`src/rtl/regfile_wb_arbiter.sv`:
```
// Write-back controller for the register file's single write port: round-robin
// arbitration of two requesters, one registered write stage, and a busy scoreboard.
module regfile_wb_arbiter #(
    parameter int DATA_W = 16,
    parameter int ADDR_W = 4,
    parameter int NREG   = 16
) (
    input  logic              clk,
    input  logic              rst_n,
    input  logic              rsv_valid,
    input  logic [ADDR_W-1:0] rsv_addr,
    output logic              rsv_ready,
    input  logic              req0_valid,
    input  logic [ADDR_W-1:0] req0_addr,
    input  logic [DATA_W-1:0] req0_data,
    output logic              req0_ready,
    input  logic              req1_valid,
    input  logic [ADDR_W-1:0] req1_addr,
    input  logic [DATA_W-1:0] req1_data,
    output logic              req1_ready,
    input  logic [ADDR_W-1:0] chk_a_addr,
    input  logic [ADDR_W-1:0] chk_b_addr,
    output logic              hazard_a,
    output logic              hazard_b,
    output logic              wb_load,
    output logic [ADDR_W-1:0] wb_addr,
    output logic [DATA_W-1:0] wb_data,
    output logic [NREG-1:0]   busy_vec
);

    logic              prio;
    logic              gnt0;
    logic              gnt1;
    logic              vld_p0;
    logic [ADDR_W-1:0] addr_p0;
    logic [DATA_W-1:0] data_p0;
    logic              vld_p1;
    logic [ADDR_W-1:0] addr_p1;
    logic [DATA_W-1:0] data_p1;
    logic [NREG-1:0]   busy;
    logic [NREG-1:0]   busy_set;
    logic [NREG-1:0]   busy_clr;
    logic [NREG-1:0]   busy_next;

    // Returns {gnt1, gnt0}; prio only matters when both requesters are valid.
    function automatic logic [1:0] rr_grant(input logic v0, input logic v1, input logic p);
        if (v0 && v1)
            return p ? 2'b10 : 2'b01;
        return {v1, v0};
    endfunction

    function automatic logic [NREG-1:0] onehot(input logic [ADDR_W-1:0] a);
        logic [NREG-1:0] v;
        v    = '0;
        v[a] = 1'b1;
        return v;
    endfunction

    // Stage p0: combinational arbitration and winner mux
    always_comb begin
        {gnt1, gnt0} = rr_grant(req0_valid, req1_valid, prio);
        vld_p0       = gnt0 | gnt1;
        addr_p0      = gnt1 ? req1_addr : req0_addr;
        data_p0      = gnt1 ? req1_data : req0_data;
    end

    assign req0_ready = gnt0;
    assign req1_ready = gnt1;

    always_ff @(posedge clk or negedge rst_n) begin
        if (!rst_n)
            prio <= 1'b0;
        else if (vld_p0)
            prio <= gnt0;
    end

    // Stage p1: registered write port toward the register file
    always_ff @(posedge clk or negedge rst_n) begin
        if (!rst_n) begin
            vld_p1  <= 1'b0;
            addr_p1 <= '0;
            data_p1 <= '0;
        end else begin
            vld_p1 <= vld_p0;
            if (vld_p0) begin
                addr_p1 <= addr_p0;
                data_p1 <= data_p0;
            end
        end
    end

    assign wb_load = vld_p1;
    assign wb_addr = addr_p1;
    assign wb_data = data_p1;

    // A reservation may re-claim a register whose write lands on this very edge.
    assign rsv_ready = !busy[rsv_addr] || (vld_p1 && (addr_p1 == rsv_addr));

    always_comb begin
        busy_set  = (rsv_valid && rsv_ready) ? onehot(rsv_addr) : '0;
        busy_clr  = vld_p1 ? onehot(addr_p1) : '0;
        busy_next = (busy & ~busy_clr) | busy_set;
    end

    always_ff @(posedge clk or negedge rst_n) begin
        if (!rst_n)
            busy <= '0;
        else
            busy <= busy_next;
    end

    assign busy_vec = busy;
    assign hazard_a = busy[chk_a_addr];
    assign hazard_b = busy[chk_b_addr];

endmodule

```
`config.mk`:
```
export PLATFORM = sky130hd
export DESIGN_NAME = regfile_wb_arbiter
export DESIGN_NICKNAME = d
export VERILOG_FILES = /design/src/rtl/regfile_wb_arbiter.sv
export SDC_FILE = /design/constraint.sdc
export NUM_CORES = 1
export LEC_CHECK = 0
export CORE_AREA = 5 5 71 89
export CTS_CLUSTER_DIAMETER = 150
export CTS_CLUSTER_SIZE = 30
export DETAILED_ROUTE_END_ITERATION = 8
export DIE_AREA = 0 0 76 94
export PLACE_DENSITY_LB_ADDON = 0.3
export SLEW_MARGIN = 20
export SYNTH_ARGS = -nofsm -noshare
export SYNTH_HDL_FRONTEND = slang
export SYNTH_SLANG_ARGS = --single-unit
export TNS_END_PERCENT = 100
```
`constraint.sdc`:
```
create_clock -name clk -period 4.7 [get_ports clk]
set_input_delay 0.94 -clock clk [delete_from_list [all_inputs] [get_ports clk]]
set_output_delay 0.94 -clock clk [all_outputs]
set_load 0.02 [all_outputs]
```
==> results.md, run 1 <==
* Combinational family with the most area after synthesis: multiplexers
* Largest net degree at the start of global routing at 39
* Power per standard cell area at roughly 440 nW/um2
* # Post-CTS Setup Buffers at 0
* Detailed Routing Iterations Pass 1 at 4
* Worst vdd ir at roughly 180 uV
* Post-Syn Nets at 284
* Area growth, synth to finish at 46.18%
* CTS tree: yes
* Multiplexer share of the synthesized area at 0.2459
* Area of the multi-input gates at 1330 um2
* Setup TNS Final at 0 ns
* Crit end category: primary output
* Via count at 2236
* Number of synthesized flops with an enable pin at 0
* Fraction of registers with async set/reset at 1.000
* Number of clock sinks at 38
* Clock Path Buffers at 2
* GRT Util Overall at 0.2073
* F_max at roughly 240 MHz
* Critical Path Start Type: primary input
* Min-Delay Path Class: register to register
* Clk slew on worst S/H paths at roughly 0.070 ns
* Post-CTS Hold Buffers at 0
* Arr. time, crit path at roughly 3.2 ns
* GP Congestion at 0.9230
* Post-synthesis xor/xnor area fraction at 0.01474
* Final Cycle Share at 0.8776
* Hold Slack at ~0.54 ns
* Status: finished clean
* Vias in the first global route at 2337
* Die ar. at 7144 um2
* Slew headroom at 0.4181
* Reg2reg start: wb_addr[3]$_DFFE_PN0P_
* Ant. Diodes at 0
* Io pins at 99
* Post_cts resized at 0
* Reg-to-Reg End: busy_vec[2]$_DFF_PN0_
* Final antenna-violating net count at 0
* Worst setup path endpoint: rsv_ready
* Worst reg-to-reg setup slack at approximately 3.1 ns
* FP Rows at 30
* WL final at 7.255 mm
* Critical path class: primary input to primary output
* Vias per inst at between 5 and 6
* Setup Viol. Count Final at 0
* Worst-Skew Late Latency at between 0.2 and 0.3 ns
* Slew Viols, Final at 0
* Max-cap violations at 0
* Top_reg_cell synth: dfrtp_1
* FF-to-FF path depth at 4
* H-Tree Depth at 2
* Global-route wire length before repair at 11.74 mm
* Die Ht at between 90 and 100 um
* Distinct cells, synth at 32
* PortBufs at roughly 100
* Initial drt markers at approximately 100
* Worst-Margin Slew at 0.8728 ns
* Register bit total from synthesis at 38
* Layout cell share with drive strength beyond 1 at 0.1687
* Final worst setup slack at around 0.58 ns
* Leakage power at between 1 and 1.5 nW
* Avg Cell Area, Syn at ~10 um2
* Clock root buffer master: clkbuf_8
* Routed len/inst at 18.60 um
* Worst endpoint required time at between 3 and 4 ns
* Total number of yosys warnings at 0
* Fin crit period at just over 4 ns
* Compound-Gate Fraction of Synth Area at 0.1532
* Final HPWL DP at 5.605 mm
* Post-Syn Instances at between 200 and 250
* Core Region at 5368 um2
* Final net count at 383
* Grt total ovfl at 0
* Initial antenna violation count at 0
* Starting Density at 0.4427
* Unrepaired setup endpoints after global routing: false
* Part of the Yosys area used for sequential elements at 0.4002
* Dpl ws at about 0.57 ns
* Synth Area in Adders at 0
* Crit Path Max Fanout at 9
* Post-route DRC at 0
* Reg area at ~950 um2
* Fillers at approximately 460
* Total CTS buffers at 5
* Worst Setup SP: rsv_addr[1]
* Post-synthesis simple-gate area fraction at 0.1459
* Horiz. Die Dim at 76 um
* Final hold vios at 0
* Mapped cell area at roughly 2400 um2
* Skew final at about 0.004 ns
==> final cells by class <==
class / count / share of cell area
sequential: 38 / 0.2738
clock buffer: 7 / 0.02197
timing repair buffer: 105 / 0.2961
multi-input combinational: 174 / 0.3829
tap: 64 / 0.02305
inverter: 2 / 0.002161
==> metal layers <==
metal / wire, um / global-route usage / vias to the layer above
met5: 0 / 0 / -
met4: 210 / 0.09644 / 0
met3: 738 / 0.07486 / 18
met2: 3746 / 0.3714 / 110
met1: 2559 / 0.2132 / 1069
li1: - / - / 1039
==> worst min-delay path by stage <==
stage                                start          endpoint  slack (ns)  depth (start not counted)
after floorplan           prio$_DFFE_PN0P_  prio$_DFFE_PN0P_        0.50                          2
after global placement    prio$_DFFE_PN0P_  prio$_DFFE_PN0P_        0.52                          2
after detailed placement  prio$_DFFE_PN0P_  prio$_DFFE_PN0P_        0.54                          2
after CTS                 prio$_DFFE_PN0P_  prio$_DFFE_PN0P_        0.54                          2
after global routing      prio$_DFFE_PN0P_  prio$_DFFE_PN0P_        0.56                          2
final                     prio$_DFFE_PN0P_  prio$_DFFE_PN0P_        0.54                          2
==> registers in the layout, indices dropped and copies added (netlist names) <==
name and cells:
busy_vec 16, wb_addr 4, prio 1, wb_load 1, wb_data 16
==> power breakdown <==
| part | internal (mW) | leakage, nW | switching, mW |
|---|---|---|---|
| sequential | 0.421 | 0.448 | 0.130 |
| clock | 0.102 | 0.0383 | 0.109 |
| combinational | 0.413 | 0.866 | 0.364 |
| total | 0.936 | 1.35 | 0.603 |
==> layout by cell type, fill, tap and decap left out, drive strengths merged, types with 3 or more instances in the layout <==
cell / instances
o31ai: 4
nand2: 12
mux2i: 10
or2: 4
o21ai: 25
mux2: 19
dfrtp: 38
buf: 8
mux4: 12
o22ai: 19
o41ai: 4
nand3: 3
clkbuf: 7
nor2: 41
clkdlybuf4s50: 97
or2b: 3
xor2: 3
==> synth_stat cells, types with 3 or more instances <==
| cell type | instances | area [um2] |
|---|---|---|
| nor2_1 | 41 | 153.9 |
| dfrtp_1 | 38 | 950.9 |
| o21ai_0 | 25 | 125.1 |
| mux2_2 | 19 | 214.0 |
| o22ai_1 | 19 | 118.9 |
| mux4_2 | 12 | 270.3 |
| nand2_1 | 12 | 45.04 |
| mux2i_1 | 10 | 100.1 |
| clkbuf_1 | 7 | 26.28 |
| o31ai_1 | 4 | 30.03 |
| o41ai_1 | 4 | 35.03 |
| or2_2 | 4 | 25.02 |
| buf_6 | 3 | 33.78 |
| nand3_1 | 3 | 15.01 |
| xor2_1 | 3 | 26.28 |
==> stage by stage <==
step	instance area (um2)	power [mW]	std cells	utilization
3_5_place_dp	3397	1.338	383	0.6329
5_1_grt	3473	1.624	390	0.6471
4_1_cts	3473	1.551	390	0.6471
2_1_floorplan	2376	0.9460	227	-
6_report	3473	1.539	390	0.6471
3_3_place_gp	3397	1.319	383	0.6329
==> critical path: stages <==
cell             delay (ns)
clkdlybuf4s50_1        0.78
mux2i_1                0.14
mux4_2                 0.54
mux2i_1                0.15
nand2_1                0.09
clkdlybuf4s50_1        0.54
==> cell families after synthesis <==
family,after synthesis
mux,41
simple gates,73
xor+xnor,4
buf+inv,15
flops,38
compound gates,56
(Power assumes the default switching activity.)
==> run 2: changes to the inputs <==
--- a/config.mk
+++ b/config.mk
@@ -11,6 +11,7 @@
 export DETAILED_ROUTE_END_ITERATION = 8
 export DIE_AREA = 0 0 76 94
 export PLACE_DENSITY_LB_ADDON = 0.3
+export SETUP_SLACK_MARGIN = 0.1
 export SLEW_MARGIN = 20
 export SYNTH_ARGS = -nofsm -noshare
 export SYNTH_HDL_FRONTEND = slang
==> results of run 2 <==
The final DEF is identical to that of run 1; final timing and power are the same.
==> run 3: changes to the inputs <==
--- a/config.mk
+++ b/config.mk
@@ -5,11 +5,11 @@
 export SDC_FILE = /design/constraint.sdc
 export NUM_CORES = 1
 export LEC_CHECK = 0
-export CORE_AREA = 5 5 71 89
+export CAP_MARGIN = 0
+export CORE_AREA = 5 5 76 96
 export CTS_CLUSTER_DIAMETER = 150
-export CTS_CLUSTER_SIZE = 30
 export DETAILED_ROUTE_END_ITERATION = 8
-export DIE_AREA = 0 0 76 94
+export DIE_AREA = 0 0 81 101
 export PLACE_DENSITY_LB_ADDON = 0.3
 export SETUP_SLACK_MARGIN = 0.1
 export SLEW_MARGIN = 20
==> constraint.sdc (replaced) <==
create_clock -name clk -period 3.6 [get_ports clk]
set_input_delay 0.72 -clock clk [delete_from_list [all_inputs] [get_ports clk]]
set_output_delay 0.72 -clock clk [all_outputs]
set_load 0.02 [all_outputs]
==> run 3 against run 2 <==
  * Hold slack better by 0.0064 ns
  * Worst setup slack got worse by 0.33 ns
  * Count of clock-buffer cells in the layout is 2 lower
  * Sequential cell count did not move
  * Clock skew is 0.0046 ns higher
  * Design area rose by 1.8%
  * Utilization fell by 9.1 points
  * Combinational power rose by 31%
  * Sequential share of layout area decreased by 0.47 points
  * Global-route usage fell by 2.9 points
  * Sequential power grew 32%
  * Largest cell class unchanged
==> results.md, run 3 (same netlist as run 1, synthesis figures left out) <==
* Commonest non-fill, non-tap cell in the layout: clkdlybuf4s50_1 (unchanged)
* Setup Viol. Count Final at 0 (unchanged)
* Layout Cells excl Fill at 417 (was 390)
* Io pins at 99 (unchanged)
* Global-route wire length before repair at 11.18 mm (was 11.74 mm)
* Clock root buffer master: clkbuf_8 (unchanged)
* PortBufs at 98 (unchanged)
* Final net count at 387 (was 383)
* F_max at slightly below 300 MHz
* GP Congestion at 0.9111 (was 0.9230)
* Reg2reg start: wb_addr[3]$_DFFE_PN0P_ (unchanged)
* Min-delay src: prio$_DFFE_PN0P_ (unchanged)
* Skew final at 0.008492 ns (was 0.003911 ns)
* Crit end category: primary output (unchanged)
* Final hold vios at 0 (unchanged)
* Initial drt markers at 208 (was 102)
* FP Rows at 33 (was 30)
* Arr. time, crit path at 2.64 ns (was 3.18 ns)
* CTS tree: yes (unchanged)
* Reg-to-Reg End: busy_vec[0]$_DFF_PN0_ (was busy_vec[2]$_DFF_PN0_)
* Fillers at 600 (was 459)
* Critical path's top delay family: buffers and inverters (unchanged)
* Vias per inst at 5.432 (was 5.733)
* Number of clock sinks at 38 (unchanged)
* Max-cap violations at 0 (unchanged)
* Worst reg-to-reg setup slack at 1.86 ns (was 3.05 ns)
* Critical path class: primary input to primary output (unchanged)
* Cell count after placement at 410 (was 383)
* Unrepaired setup endpoints after global routing: false (unchanged)
* Slowest CP cell: clkdlybuf4s50_1 (unchanged)
* Worst setup path endpoint: hazard_b (was rsv_ready)
* GRT Util Overall at 0.1785 (was 0.2073)
* Routed len/inst at 17.36 um (was 18.60 um)
* Setup TNS Final at 0 ns (unchanged)
* Final antenna-violating net count at 0 (unchanged)
* Reg area at 950.9 um2 (unchanged)
* Worst-Margin Slew at 0.8920 ns (was 0.8728 ns)
* Worst path bufs/invs at 2 (unchanged)
* Vias in the first global route at 2310 (was 2337)
* Final HPWL DP at 5.475 mm (was 5.605 mm)
* Clock Path Buffers at 2 (unchanged)
* Slew Viols, Final at 0 (unchanged)
* Fin crit period at about 3.4 ns
* Layout cell share with drive strength beyond 1 at 0.1848 (was 0.1687)
* Detailed Routing Iterations Pass 1 at 4 (unchanged)
* Ant. Diodes at 0 (unchanged)
* Post-route DRC at 0 (unchanged)
* Worst endpoint required time at 2.88 ns (was 3.76 ns)
* Critical Path Start Type: primary input (unchanged)
* Most frequent cells in the layout: clkdlybuf4s50_1 (94), nor2_1 (41), dfrtp_1 (38), o21ai_0 (25) (was clkdlybuf4s50_1 (97), nor2_1 (41), dfrtp_1 (38), o21ai_0 (25))
* Power per standard cell area at 572.2 nW/um2 (was 443.1 nW/um2)
* Worst Setup SP: chk_b_addr[1] (was rsv_addr[1])
* FF-to-FF path depth at 5 (was 4)
* Min-Delay Path Class: register to register (unchanged)
* Core Region at 6359 um2 (was 5368 um2)
* Die Ht at 101 um (was 94 um)
* Die ar. at 8181 um2 (was 7144 um2)
* Horiz. Die Dim at 81 um (was 76 um)
* Hold Slack at 0.5450 ns (was 0.5386 ns)
* Initial antenna violation count at 0 (unchanged)
* Stages on worst setup path at 4 (was 6)
* Final Cycle Share at 0.9322
* Power after layout at 2.023 mW (was 1.539 mW)
* Crit Path Max Fanout at 4 (was 9)
* Largest net degree at the start of global routing at 39 (unchanged)
* Worst-Skew Late Latency at 0.29 ns (about the same)
* Crit-path max cell delay at 0.57 ns (was 0.78 ns)
* Worst-path cell chain: clkdlybuf4s50_1 -> mux4_2 -> mux4_2 -> clkdlybuf4s50_1 (was clkdlybuf4s50_1 -> mux2i_1 -> mux4_2 -> mux2i_1 -> nand2_1 -> clkdlybuf4s50_1)
* Total CTS buffers at 5 (unchanged)
* Worst vdd ir at 290.1 uV (was 183.3 uV)
* Leakage power at 1.387 nW (was 1.352 nW)
* Post-CTS Hold Buffers at 0 (unchanged)
* Area of the multi-input gates at 1330 um2 (unchanged)
* Status: finished clean (unchanged)
* Slew headroom at 0.4053 (was 0.4181)
* Via count at 2265 (was 2236)
* Grt total ovfl at 0 (unchanged)
* Starting Density at 0.3737 (was 0.4427)
* Area growth, synth to finish at 48.76% (was 46.18%)
* Clk slew on worst S/H paths at 0.08 ns (was 0.07 ns)
* H-Tree Depth at 2 (unchanged)
* WL final at 7.241 mm (was 7.255 mm)
## run 3: changes by cell type in the layout (fill, tap and decap cells not counted)
cell,delta
buf_4,+4
clkbuf_1,-2
clkinv_2,+2
clkdlybuf4s50_1,-3
dlymetal6s2s_1,+1
dlygate4sd2_1,+2
## run 3: worst reg2reg max path, delay by kind of cell (launching register included)
family / cells / cell delay, ns
simple gates: 1 / 0.21
xor+xnor: 1 / 0.21
flops: 1 / 0.48
buf+inv: 1 / 0.16
compound gates: 2 / 0.54
## run 3: layout make-up
type	count	area share
Tap cell	87	0.03080
Clock buffer	5	0.01947
Clock inverter	2	0.002832
Inverter	2	0.002124
Multi-Input combinational cell	174	0.3763
Timing Repair Buffer	109	0.2995
Sequential cell	38	0.2690
## run 3: worst min path at each step
stage          cells past startpoint               endpoint
4_1_cts                            2       prio$_DFFE_PN0P_
3_3_place_gp                       2       prio$_DFFE_PN0P_
3_5_place_dp                       2       prio$_DFFE_PN0P_
6_report                           2       prio$_DFFE_PN0P_
5_1_grt                            2       prio$_DFFE_PN0P_
2_1_floorplan                      0  busy_vec[0]$_DFF_PN0_
## run 3: timing repair
item,CTS,global route
buffers inserted,0,0
resized for setup,2,1
setup endpoints to repair,2,1
pin swaps,0,0
## run 3: per-layer routing
| metal | wire, um | GRT usage | up-vias |
|---|---|---|---|
| met5 | 0 | 0 | - |
| met4 | 223 | 0.08062 | 0 |
| met3 | 716 | 0.05546 | 22 |
| met2 | 3578 | 0.3055 | 109 |
| met1 | 2723 | 0.2007 | 1092 |
| li1 | - | - | 1042 |
## run 3: power breakdown
part           internal, mW  switching [mW]
Clock                 0.130           0.145
Combinational         0.541           0.477
Sequential            0.549           0.181
Total                  1.22           0.803
## run 3: stage by stage
step	utilization	worst slack (ns)	area, um2
final	0.5559	0.2442	3535
after global routing	0.5559	0.1909	3535
after CTS	0.5555	0.1207	3532
after detailed placement	0.5435	-0.01479	3456
after global placement	0.5435	0.01360	3456
after floorplan	-	1.003	2376
